`config.mk`:
```
export PLATFORM = sky130hd
export DESIGN_NAME = sdrc_sdr_resp
export DESIGN_NICKNAME = d
export VERILOG_FILES = /design/src/rtl/sdrc_sdr_resp.sv
export SDC_FILE = /design/constraint.sdc
export NUM_CORES = 2
export LEC_CHECK = 0
export CAP_MARGIN = 0
export CORE_MARGIN = 2
export CORE_UTILIZATION = 40
export DETAILED_ROUTE_END_ITERATION = 6
export HOLD_SLACK_MARGIN = 0.05
export PLACE_DENSITY = 0.66
export SETUP_SLACK_MARGIN = 0.05
export SYNTH_ARGS = -nofsm -noshare
export SYNTH_HDL_FRONTEND = slang
export SYNTH_SLANG_ARGS = --single-unit
```
`constraint.sdc`:
```
create_clock -name clk -period 3.5 [get_ports clk]
set_input_delay 0.35 -clock clk [delete_from_list [all_inputs] [get_ports clk]]
set_output_delay 0.35 -clock clk [all_outputs]
set_load 0.02 [all_outputs]
```
`src/rtl/sdrc_sdr_resp.sv`:
```
// sdrc_sdr_resp: device side of the 16-bit SDR SDRAM bus, backed by a small array.
// Define SDRC_RESP_CHECK_EN to build the protocol checker and tRCD/tRP counters.
module sdrc_sdr_resp #(
    parameter int MEM_ROWB = 2,
    parameter int MEM_COLB = 4,
    parameter int TRCD     = 2,
    parameter int TRP      = 2
) (
    input  logic        clk,
    input  logic        reset_n,
    input  logic        sdr_cke,
    input  logic        sdr_cs_n,
    input  logic        sdr_ras_n,
    input  logic        sdr_cas_n,
    input  logic        sdr_we_n,
    input  logic [1:0]  sdr_ba,
    input  logic [12:0] sdr_addr,
    input  logic [1:0]  sdr_dqm,
    input  logic [15:0] sdr_dout,
    input  logic [1:0]  sdr_den_n,
    output logic [15:0] sdr_din,
    output logic [12:0] resp_mode_reg,
    output logic        resp_mrs_done,
    output logic        resp_rd_busy,
    output logic [2:0]  resp_err
);
    localparam int AW    = 2 + MEM_ROWB + MEM_COLB;
    localparam int DEPTH = 1 << AW;

    typedef enum logic [1:0] {ST_IDLE, ST_WRITE, ST_READ} state_t;
    state_t state, state_nxt;

    logic [15:0] mem [DEPTH];

    logic       cmd_en;
    logic [2:0] cmd;
    logic       cmd_mrs, cmd_ref, cmd_pre, cmd_act;
    logic       cmd_wr, cmd_rd, cmd_bst;

    assign cmd_en  = sdr_cke & ~sdr_cs_n;
    assign cmd     = {sdr_ras_n, sdr_cas_n, sdr_we_n};
    assign cmd_mrs = cmd_en && cmd == 3'b000;
    assign cmd_ref = cmd_en && cmd == 3'b001;
    assign cmd_pre = cmd_en && cmd == 3'b010;
    assign cmd_act = cmd_en && cmd == 3'b011;
    assign cmd_wr  = cmd_en && cmd == 3'b100;
    assign cmd_rd  = cmd_en && cmd == 3'b101;
    assign cmd_bst = cmd_en && cmd == 3'b110;

    logic [12:0] mode_reg;
    logic [1:0]  bl_code;
    logic        cl3;
    logic        mrs_done;
    logic        bl_ok, cl_ok;
    logic [3:0]  bl_len;
    logic [MEM_COLB-1:0] col_mask;

    assign bl_ok    = ~sdr_addr[2];
    assign cl_ok    = sdr_addr[6:5] == 2'b01;
    assign bl_len   = 4'd1 << bl_code;
    assign col_mask = MEM_COLB'(bl_len - 4'd1);

    logic [3:0]                 bank_act;
    logic [3:0][MEM_ROWB-1:0]   bank_row;

    logic [1:0]          b_ba;
    logic [MEM_ROWB-1:0] b_row;
    logic [MEM_COLB-1:0] b_col;
    logic [3:0]          b_rem;
    logic                b_ap;

    logic                term;
    logic                beat_v, beat_wr, beat_last, beat_ap;
    logic [1:0]          beat_ba;
    logic [MEM_ROWB-1:0] beat_row;
    logic [MEM_COLB-1:0] beat_col;
    logic [AW-1:0]       idx;
    logic                we, rd;
    logic [15:0]         rd_data;

    // Sequential column order wrapping inside the BL-aligned block.
    function automatic logic [MEM_COLB-1:0] col_adv(
        input logic [MEM_COLB-1:0] c,
        input logic [MEM_COLB-1:0] m
    );
        return (c & ~m) | ((c + MEM_COLB'(1)) & m);
    endfunction

    always_comb begin
        term      = cmd_rd | cmd_wr | cmd_bst |
                    (cmd_pre & (sdr_addr[10] | (sdr_ba == b_ba)));
        beat_v    = 1'b0;
        beat_wr   = 1'b0;
        beat_ba   = b_ba;
        beat_row  = b_row;
        beat_col  = b_col;
        beat_last = (b_rem == 4'd1);
        beat_ap   = b_ap;
        state_nxt = state;
        if (cmd_rd | cmd_wr) begin
            beat_v    = 1'b1;
            beat_wr   = cmd_wr;
            beat_ba   = sdr_ba;
            beat_row  = bank_row[sdr_ba];
            beat_col  = sdr_addr[MEM_COLB-1:0];
            beat_last = (bl_len == 4'd1);
            beat_ap   = sdr_addr[10];
            state_nxt = beat_last ? ST_IDLE : (cmd_wr ? ST_WRITE : ST_READ);
        end else if (state != ST_IDLE) begin
            if (term) begin
                state_nxt = ST_IDLE;
            end else begin
                beat_v  = 1'b1;
                beat_wr = (state == ST_WRITE);
                if (beat_last) state_nxt = ST_IDLE;
            end
        end
    end

    assign idx     = {beat_ba, beat_row, beat_col};
    assign we      = beat_v & beat_wr;
    assign rd      = beat_v & ~beat_wr;
    assign rd_data = mem[idx];

    always_ff @(posedge clk) begin
        if (we && !sdr_dqm[0]) mem[idx][7:0]  <= sdr_dout[7:0];
        if (we && !sdr_dqm[1]) mem[idx][15:8] <= sdr_dout[15:8];
    end

    logic [1:0]  dqm_d;
    logic        p0_v, p1_v, busy;
    logic [15:0] p0_d, p1_d, din;

    always_ff @(posedge clk or negedge reset_n) begin
        if (!reset_n) begin
            state    <= ST_IDLE;
            b_ba     <= '0;
            b_row    <= '0;
            b_col    <= '0;
            b_rem    <= '0;
            b_ap     <= 1'b0;
            mode_reg <= 13'h033;
            bl_code  <= 2'b11;
            cl3      <= 1'b1;
            mrs_done <= 1'b0;
            bank_act <= '0;
            bank_row <= '0;
            dqm_d    <= '0;
            p0_v     <= 1'b0;
            p0_d     <= '0;
            p1_v     <= 1'b0;
            p1_d     <= '0;
            busy     <= 1'b0;
            din      <= '0;
        end else begin
            state <= state_nxt;
            if (cmd_rd | cmd_wr) begin
                b_ba  <= sdr_ba;
                b_row <= bank_row[sdr_ba];
                b_col <= col_adv(sdr_addr[MEM_COLB-1:0], col_mask);
                b_rem <= bl_len - 4'd1;
                b_ap  <= sdr_addr[10];
            end else if (beat_v) begin
                b_col <= col_adv(b_col, col_mask);
                b_rem <= b_rem - 4'd1;
            end
            if (cmd_mrs) begin
                mode_reg <= sdr_addr;
                mrs_done <= 1'b1;
                if (bl_ok) bl_code <= sdr_addr[1:0];
                if (cl_ok) cl3 <= sdr_addr[4];
            end
            if (beat_v & beat_last & beat_ap) bank_act[beat_ba] <= 1'b0;
            if (cmd_pre) begin
                if (sdr_addr[10]) bank_act <= '0;
                else bank_act[sdr_ba] <= 1'b0;
            end
            if (cmd_act) begin
                bank_act[sdr_ba] <= 1'b1;
                bank_row[sdr_ba] <= sdr_addr[MEM_ROWB-1:0];
            end
            // CL3 enters at stage 0, CL2 skips straight to stage 1.
            dqm_d <= sdr_dqm;
            p0_v  <= rd & cl3;
            p0_d  <= rd_data;
            p1_v  <= (rd & ~cl3) | p0_v;
            p1_d  <= (rd & ~cl3) ? rd_data : p0_d;
            busy  <= p1_v;
            din   <= p1_v ? {dqm_d[1] ? 8'h00 : p1_d[15:8],
                             dqm_d[0] ? 8'h00 : p1_d[7:0]} : 16'h0000;
        end
    end

    assign sdr_din       = din;
    assign resp_rd_busy  = busy;
    assign resp_mode_reg = mode_reg;
    assign resp_mrs_done = mrs_done;

`ifdef SDRC_RESP_CHECK_EN
    logic [3:0][3:0] trcd_cnt;
    logic [3:0][3:0] trp_cnt;
    logic [2:0]      err;

    always_ff @(posedge clk or negedge reset_n) begin
        if (!reset_n) begin
            trcd_cnt <= '0;
            trp_cnt  <= '0;
            err      <= '0;
        end else begin
            for (int i = 0; i < 4; i++) begin
                if (trcd_cnt[i] != 4'd0) trcd_cnt[i] <= trcd_cnt[i] - 4'd1;
                if (trp_cnt[i] != 4'd0) trp_cnt[i] <= trp_cnt[i] - 4'd1;
                if (cmd_pre && (sdr_addr[10] || sdr_ba == 2'(i)))
                    trp_cnt[i] <= 4'(TRP - 1);
            end
            if (beat_v & beat_last & beat_ap) trp_cnt[beat_ba] <= 4'(TRP - 1);
            if (cmd_act) trcd_cnt[sdr_ba] <= 4'(TRCD - 1);
            if ((cmd_act & bank_act[sdr_ba]) |
                ((cmd_rd | cmd_wr) & ~bank_act[sdr_ba]) |
                (cmd_ref & (|bank_act)) |
                (we & (|sdr_den_n)))
                err[0] <= 1'b1;
            if (cmd_mrs & ~(bl_ok & cl_ok)) err[1] <= 1'b1;
            if (((cmd_rd | cmd_wr) && trcd_cnt[sdr_ba] != 4'd0) ||
                (cmd_act && trp_cnt[sdr_ba] != 4'd0))
                err[2] <= 1'b1;
        end
    end

    assign resp_err = err;
`else
    logic unused_chk;
    assign unused_chk = &{1'b0, sdr_den_n, cmd_ref, 4'(TRCD), 4'(TRP)};
    assign resp_err   = 3'b000;
`endif

endmodule

```
# After elaboration in Yosys (flattened, before gate mapping)
# Memory sizes are Yosys's and may differ from the RTL's.
# Cells that the tools add are included.
# op_classes
bitwise	22
addsub	4
n_reduce_logical	19
shift	1
n_mux	32
magnitude_cmp	2
eq_ne	10
# op_table
cell	n
16-bit two-way mux	2
2-bit two-way mux	10
4-bit two-way mux	5
4-bit bitwise AND	4
8-bit two-way mux	2
1-bit two-way mux	10
3-bit equality test, second input constant	3
1-bit logical AND	9
4-bit by 1-bit adder with 4-bit output, second input constant	2
8-bit bitwise mux	1
4-bit by 1-bit equality test with 1-bit output, second input constant	2
4-bit OR	2
4-bit by 1-bit subtractor with 4-bit output, second input constant	2
1-bit bitwise AND	6
3-bit by 2-bit equality test with 1-bit output, second input constant	2
2-bit AND reduction	3
2-bit nonzero test	3
1-bit OR	5
2-bit binary-select mux with 2-bit select	1
2-bit demux with 2-bit select	1
2-bit by 1-bit equality test with 1-bit output, second input constant	2
1-bit NOT	4
4-bit NOT	1
1-bit by 2-bit << shifter with 4-bit output, first input constant	1
6 further kinds	7
# word_totals
mem_bits_rw	4096
in_bits	42
memories	1
wordCells	111
output_inout_bits	34
reg_bits	92
# memory_table
memory	depth	word_bits	rd	rd_clocked_by_memory_dff	write_ports	line_no	text
mem	256	16	1	0	1	33	logic [15:0] mem [DEPTH];

# Logic depth before layout (Yosys ltp)
# depth
ltp_word	13
depth_mapped	15
depth_no_buf	9

# Least setup slack after synthesis
# No wires, ideal clock.
# synth_path
kind	input to register
start	input sdr_cs_n
end	memory mem[121][0], enable pin
stages	12
slack_ps	192
arrival_ps	2938
path_cell_list	nand4bb_4 -> buf_6 -> mux2_4 -> buf_6 -> buf_6 -> buf_6 -> buf_2 -> buf_2 -> nor3_1 -> nand2_1 -> buf_2 -> nor2_1
# synth_via
elab_chain_len	13
# synth_lines
element	line_no	text
start, declared	12	input logic sdr_cs_n,
1-bit NOT (*)	40	assign cmd_en = sdr_cke & ~sdr_cs_n;
1-bit bitwise AND (*)	40	
1-bit logical AND (on tied branches)	47, 46	
1-bit OR	90, 100	
1-bit OR (2 in series)	90	term = cmd_rd | cmd_wr | cmd_bst |
1-bit two-way mux	110	if (term) begin
1-bit two-way mux	109	end else if (state != ST_IDLE) begin
1-bit two-way mux	100	if (cmd_rd | cmd_wr) begin
1-bit bitwise AND	121	assign we = beat_v & beat_wr;
1-bit logical AND	126	if (we && !sdr_dqm[0]) mem[idx][7:0] <= sdr_dout[7:0];
1-bit two-way mux	126	
1-bit two-way mux (implied by the code)	126	
end, declared	33	
# Mark *: on every way between the ends. The rest lies on a longest branch, timed or not.

# Worst setup path in the final report
# layout_path
start	register b_col[0]
end	register p1_d[1]
# layout_via
elab_chain_len	3
# layout_lines
element	line_no	text
start, declared	68	logic [MEM_COLB-1:0] b_col;
start signal, assigned	160	b_col <= col_adv(sdr_addr[MEM_COLB-1:0], col_mask);
start signal, assigned	164	b_col <= col_adv(b_col, col_mask);
4-bit two-way mux	100	
memory read 256 x 16 bit	--	
16-bit two-way mux	187	p1_d <= (rd & ~cl3) ? rd_data : p0_d;
end signal, assigned	187	
end, declared	132	logic [15:0] p0_d, p1_d, din;
# No other way between the ends.
# A chain may end at the register's enable or synchronous reset.

==> results.txt <==
status: complete, but fails checks
failing checks: setup timing
core area: 410000 um2
IO Count: 76
sequential cell area: 125000 um2
fillcell total: 33200
Finish-stage setup viols: 3
Layout Nets: 10900
TritonCTS clock tree: done
gr usage total: 21.7%
Pins Over Slew Limit: 0
CP Launch Point: b_col[0]
PnR worst setup slack: -0.0345 ns
drt first pass iters: 7
Least-Margin Pin Slew: 1.04 ns
share of the yosys chip area belonging to registers: 76.1%
Reg-to-Reg Start: b_col[0]
die span in x: 645 um
CP Capture Type: flop
part of the cycle the worst path needs: 101%
fraction of registers with async set/reset: 2.20%
Via-to-Cell Ratio: 5.72
Top FF cell, synth: edfxtp_1
area occupied by multi-input gates: 38200 um2
Netlist Area Pre-Place: 165000 um2
global-route wire length before repair: 664 mm
largest area contributor in the netlist: edfxtp_1
CP Class: reg -> reg
Worst-path clk slew: 0.07 ns
hold_ws: 0.0613 ns
Post-route DRC: 0
CTS H-tree lvls: 5
cells on worst reg2reg path: 13
Num Clock Sinks: 4188
initial antenna violation count: 23
HP Class: in -> reg
Post-Syn Instances: 9559
Syn. warnings: 0
GP Congestion: 0.911
Synth top area share: 74.7%
most frequent cells in the layout: edfxtp_1, mux2i_1, buf_4
max-cap viol count: 0
clk_lat worst skew: 1.01 ns
Post-synth EDFFs: 4096
CP arrival: 4.36 ns
RSZ-0062 raised after global routing: true
CTS buffer count: 404
layout cell share with drive strength beyond 1: 23.3%
setup slack, reg-to-reg: -0.03 ns
final hold vios: 0
Distinct cells, synth: 65
FF-to-FF End: p1_d[1]
largest net degree at the start of global routing: 104
Synth area leaders: edfxtp_1, mux2i_1, mux4_2
crit path launch type: flop
number of flip-flops in the largest register: 4096
leakage power: 67.7 nW
peak supply drop: 0.436 mV
most frequent standard cell in the layout excluding fill and tap cells: edfxtp_1
die area: 417000 um2
PD cells: 670 nW/um2
CP Max Fanout: 8
#FFs+latches synth: 4188
PortBufs: 70
Synth Area per Inst: 17.2 um2
chip height: 645 um
vias: 95100
wire per inst: 28.1 um
Max-slew headroom: 30.8%
Initial Util: 40.2%
clock root cell: clkbuf_16
Hold Crit Start: sdr_dout[8]
Top reg by flops: mem
Final Skew: 0.0622 ns
Starting DRT DRC Count: 12400
minimum clock period: 3.53 ns
Critical path destination: p1_d[1]
Max Clock Freq: 283 MHz
GR Overflow Total: 0
Synth-to-Final Area Change: 20.8%
Max Root-Sink Buffers: 4
site row count: 235
post-route ant nets: 0
fin area: 199000 um2
total routed wirelength: 467 mm
Placed Area: 182000 um2
detailed placer's ending HPWL: 306 mm
Place WS: -1.69 ns
WP data required: 4.32 ns
vias in the first global route: 94100
[Yosys cell counts, drive strengths merged, types with 12 or more instances]
library cell  number
nand3             87
buf              299
nor4              21
o2111ai           36
nor3              12
o22ai            656
o21bai            18
a41oi             44
a2111oi           15
edfxtp          4096
dfrtp             85
o211ai            63
nor4b             17
a31oi             41
mux2i           1457
o21ai            175
mux2              30
o41ai             95
and2              48
a22oi             78
nand2b           145
nand2            580
nor2             569
nand4             34
a32oi             17
clkbuf           327
a21oi            219
mux4             215
[worst max-delay path, cell delays in order, from the launching register on]
cell and delay [ns]:
dfrtp_2 0.42, mux2i_4 0.22, buf_12 0.16, buf_16 0.16
buf_12 0.14, buf_12 0.14, buf_16 0.14, mux2i_2 0.24
o22ai_2 0.15, o41ai_4 0.45, buf_4 0.18, nand4_1 0.41
a2111oi_4 0.40, a31oi_1 0.14
[stage by stage]
stage	instances	util [%]	TNS, ns	power (mW)
floorplan	9561	-	0	75.2
global placement	15800	44.5	-1603.83	87.5
detailed placement	15800	44.5	-1632.42	87.9
CTS	16600	48.0	-0.0407	132
global route	16600	48.5	-0.146	137
finish	16600	48.5	-0.0687	133
[per-layer routing]
| layer | vias up | track usage [%] | wire, um | share of wire (%) |
|---|---|---|---|---|
| li1 | 40600 | - | - | - |
| met1 | 48600 | 29.3 | 182000 | 39 |
| met2 | 5062 | 34.9 | 221000 | 47 |
| met3 | 787 | 4.30 | 46000 | 9.9 |
| met4 | 8 | 7.96 | 18200 | 3.9 |
| met5 | - | 0 | 50 | 0.011 |
[layout make-up]
| cell class | instances | share of cell area [%] |
|---|---|---|
| sequential | 4188 | 63.0 |
| multi-input combinational | 4739 | 19.2 |
| timing repair buffer | 1487 | 7.65 |
| clock buffer | 494 | 5.32 |
| tap | 5451 | 3.43 |
| clock inverter | 248 | 1.30 |
| inverter | 8 | 0.0151 |
| antenna | 10 | 0.0126 |
[power by group]
part / total, mW / leakage [nW] / switching [mW] / internal, mW
clock network: 43.6 / 6.39 / 18.9 / 24.7
registers: 55.6 / 37.9 / 0.239 / 55.4
logic: 34.1 / 23.3 / 19.1 / 15.0
[logic make-up after synthesis]
family	Yosys count	synth area share (%)
other	1	0.00228
XOR/XNOR	9	0.0479
AND/OR/NAND/NOR	1541	4.09
buffers and inverters	634	1.81
flip-flops	4188	76.1
AO/OA/AOI/OAI	1480	5.85
multiplexers	1702	12.0
adder cells (fa/ha/maj)	4	0.0304
[what timing repair did]
action,CTS,global route
setup endpoints to repair,293,1619
hold endpoints to repair,620,0
pin swaps,10,44
cloned,4,18
hold buffers,23,0
buffers inserted,7,39
gates resized for setup,101,288
[worst min path at each step]
stage	to	slack, ns	cells after the start
2_1_floorplan	asynchronous set/reset pin	0.05	0
3_3_place_gp	p1_v	0.43	1
3_5_place_dp	p1_v	0.43	1
4_1_cts	mem[124][0]	0.05	1
5_1_grt	mem[45][8]	0.07	1
6_report	mem[45][8]	0.06	1
Power figures use the tool's default switching activity.
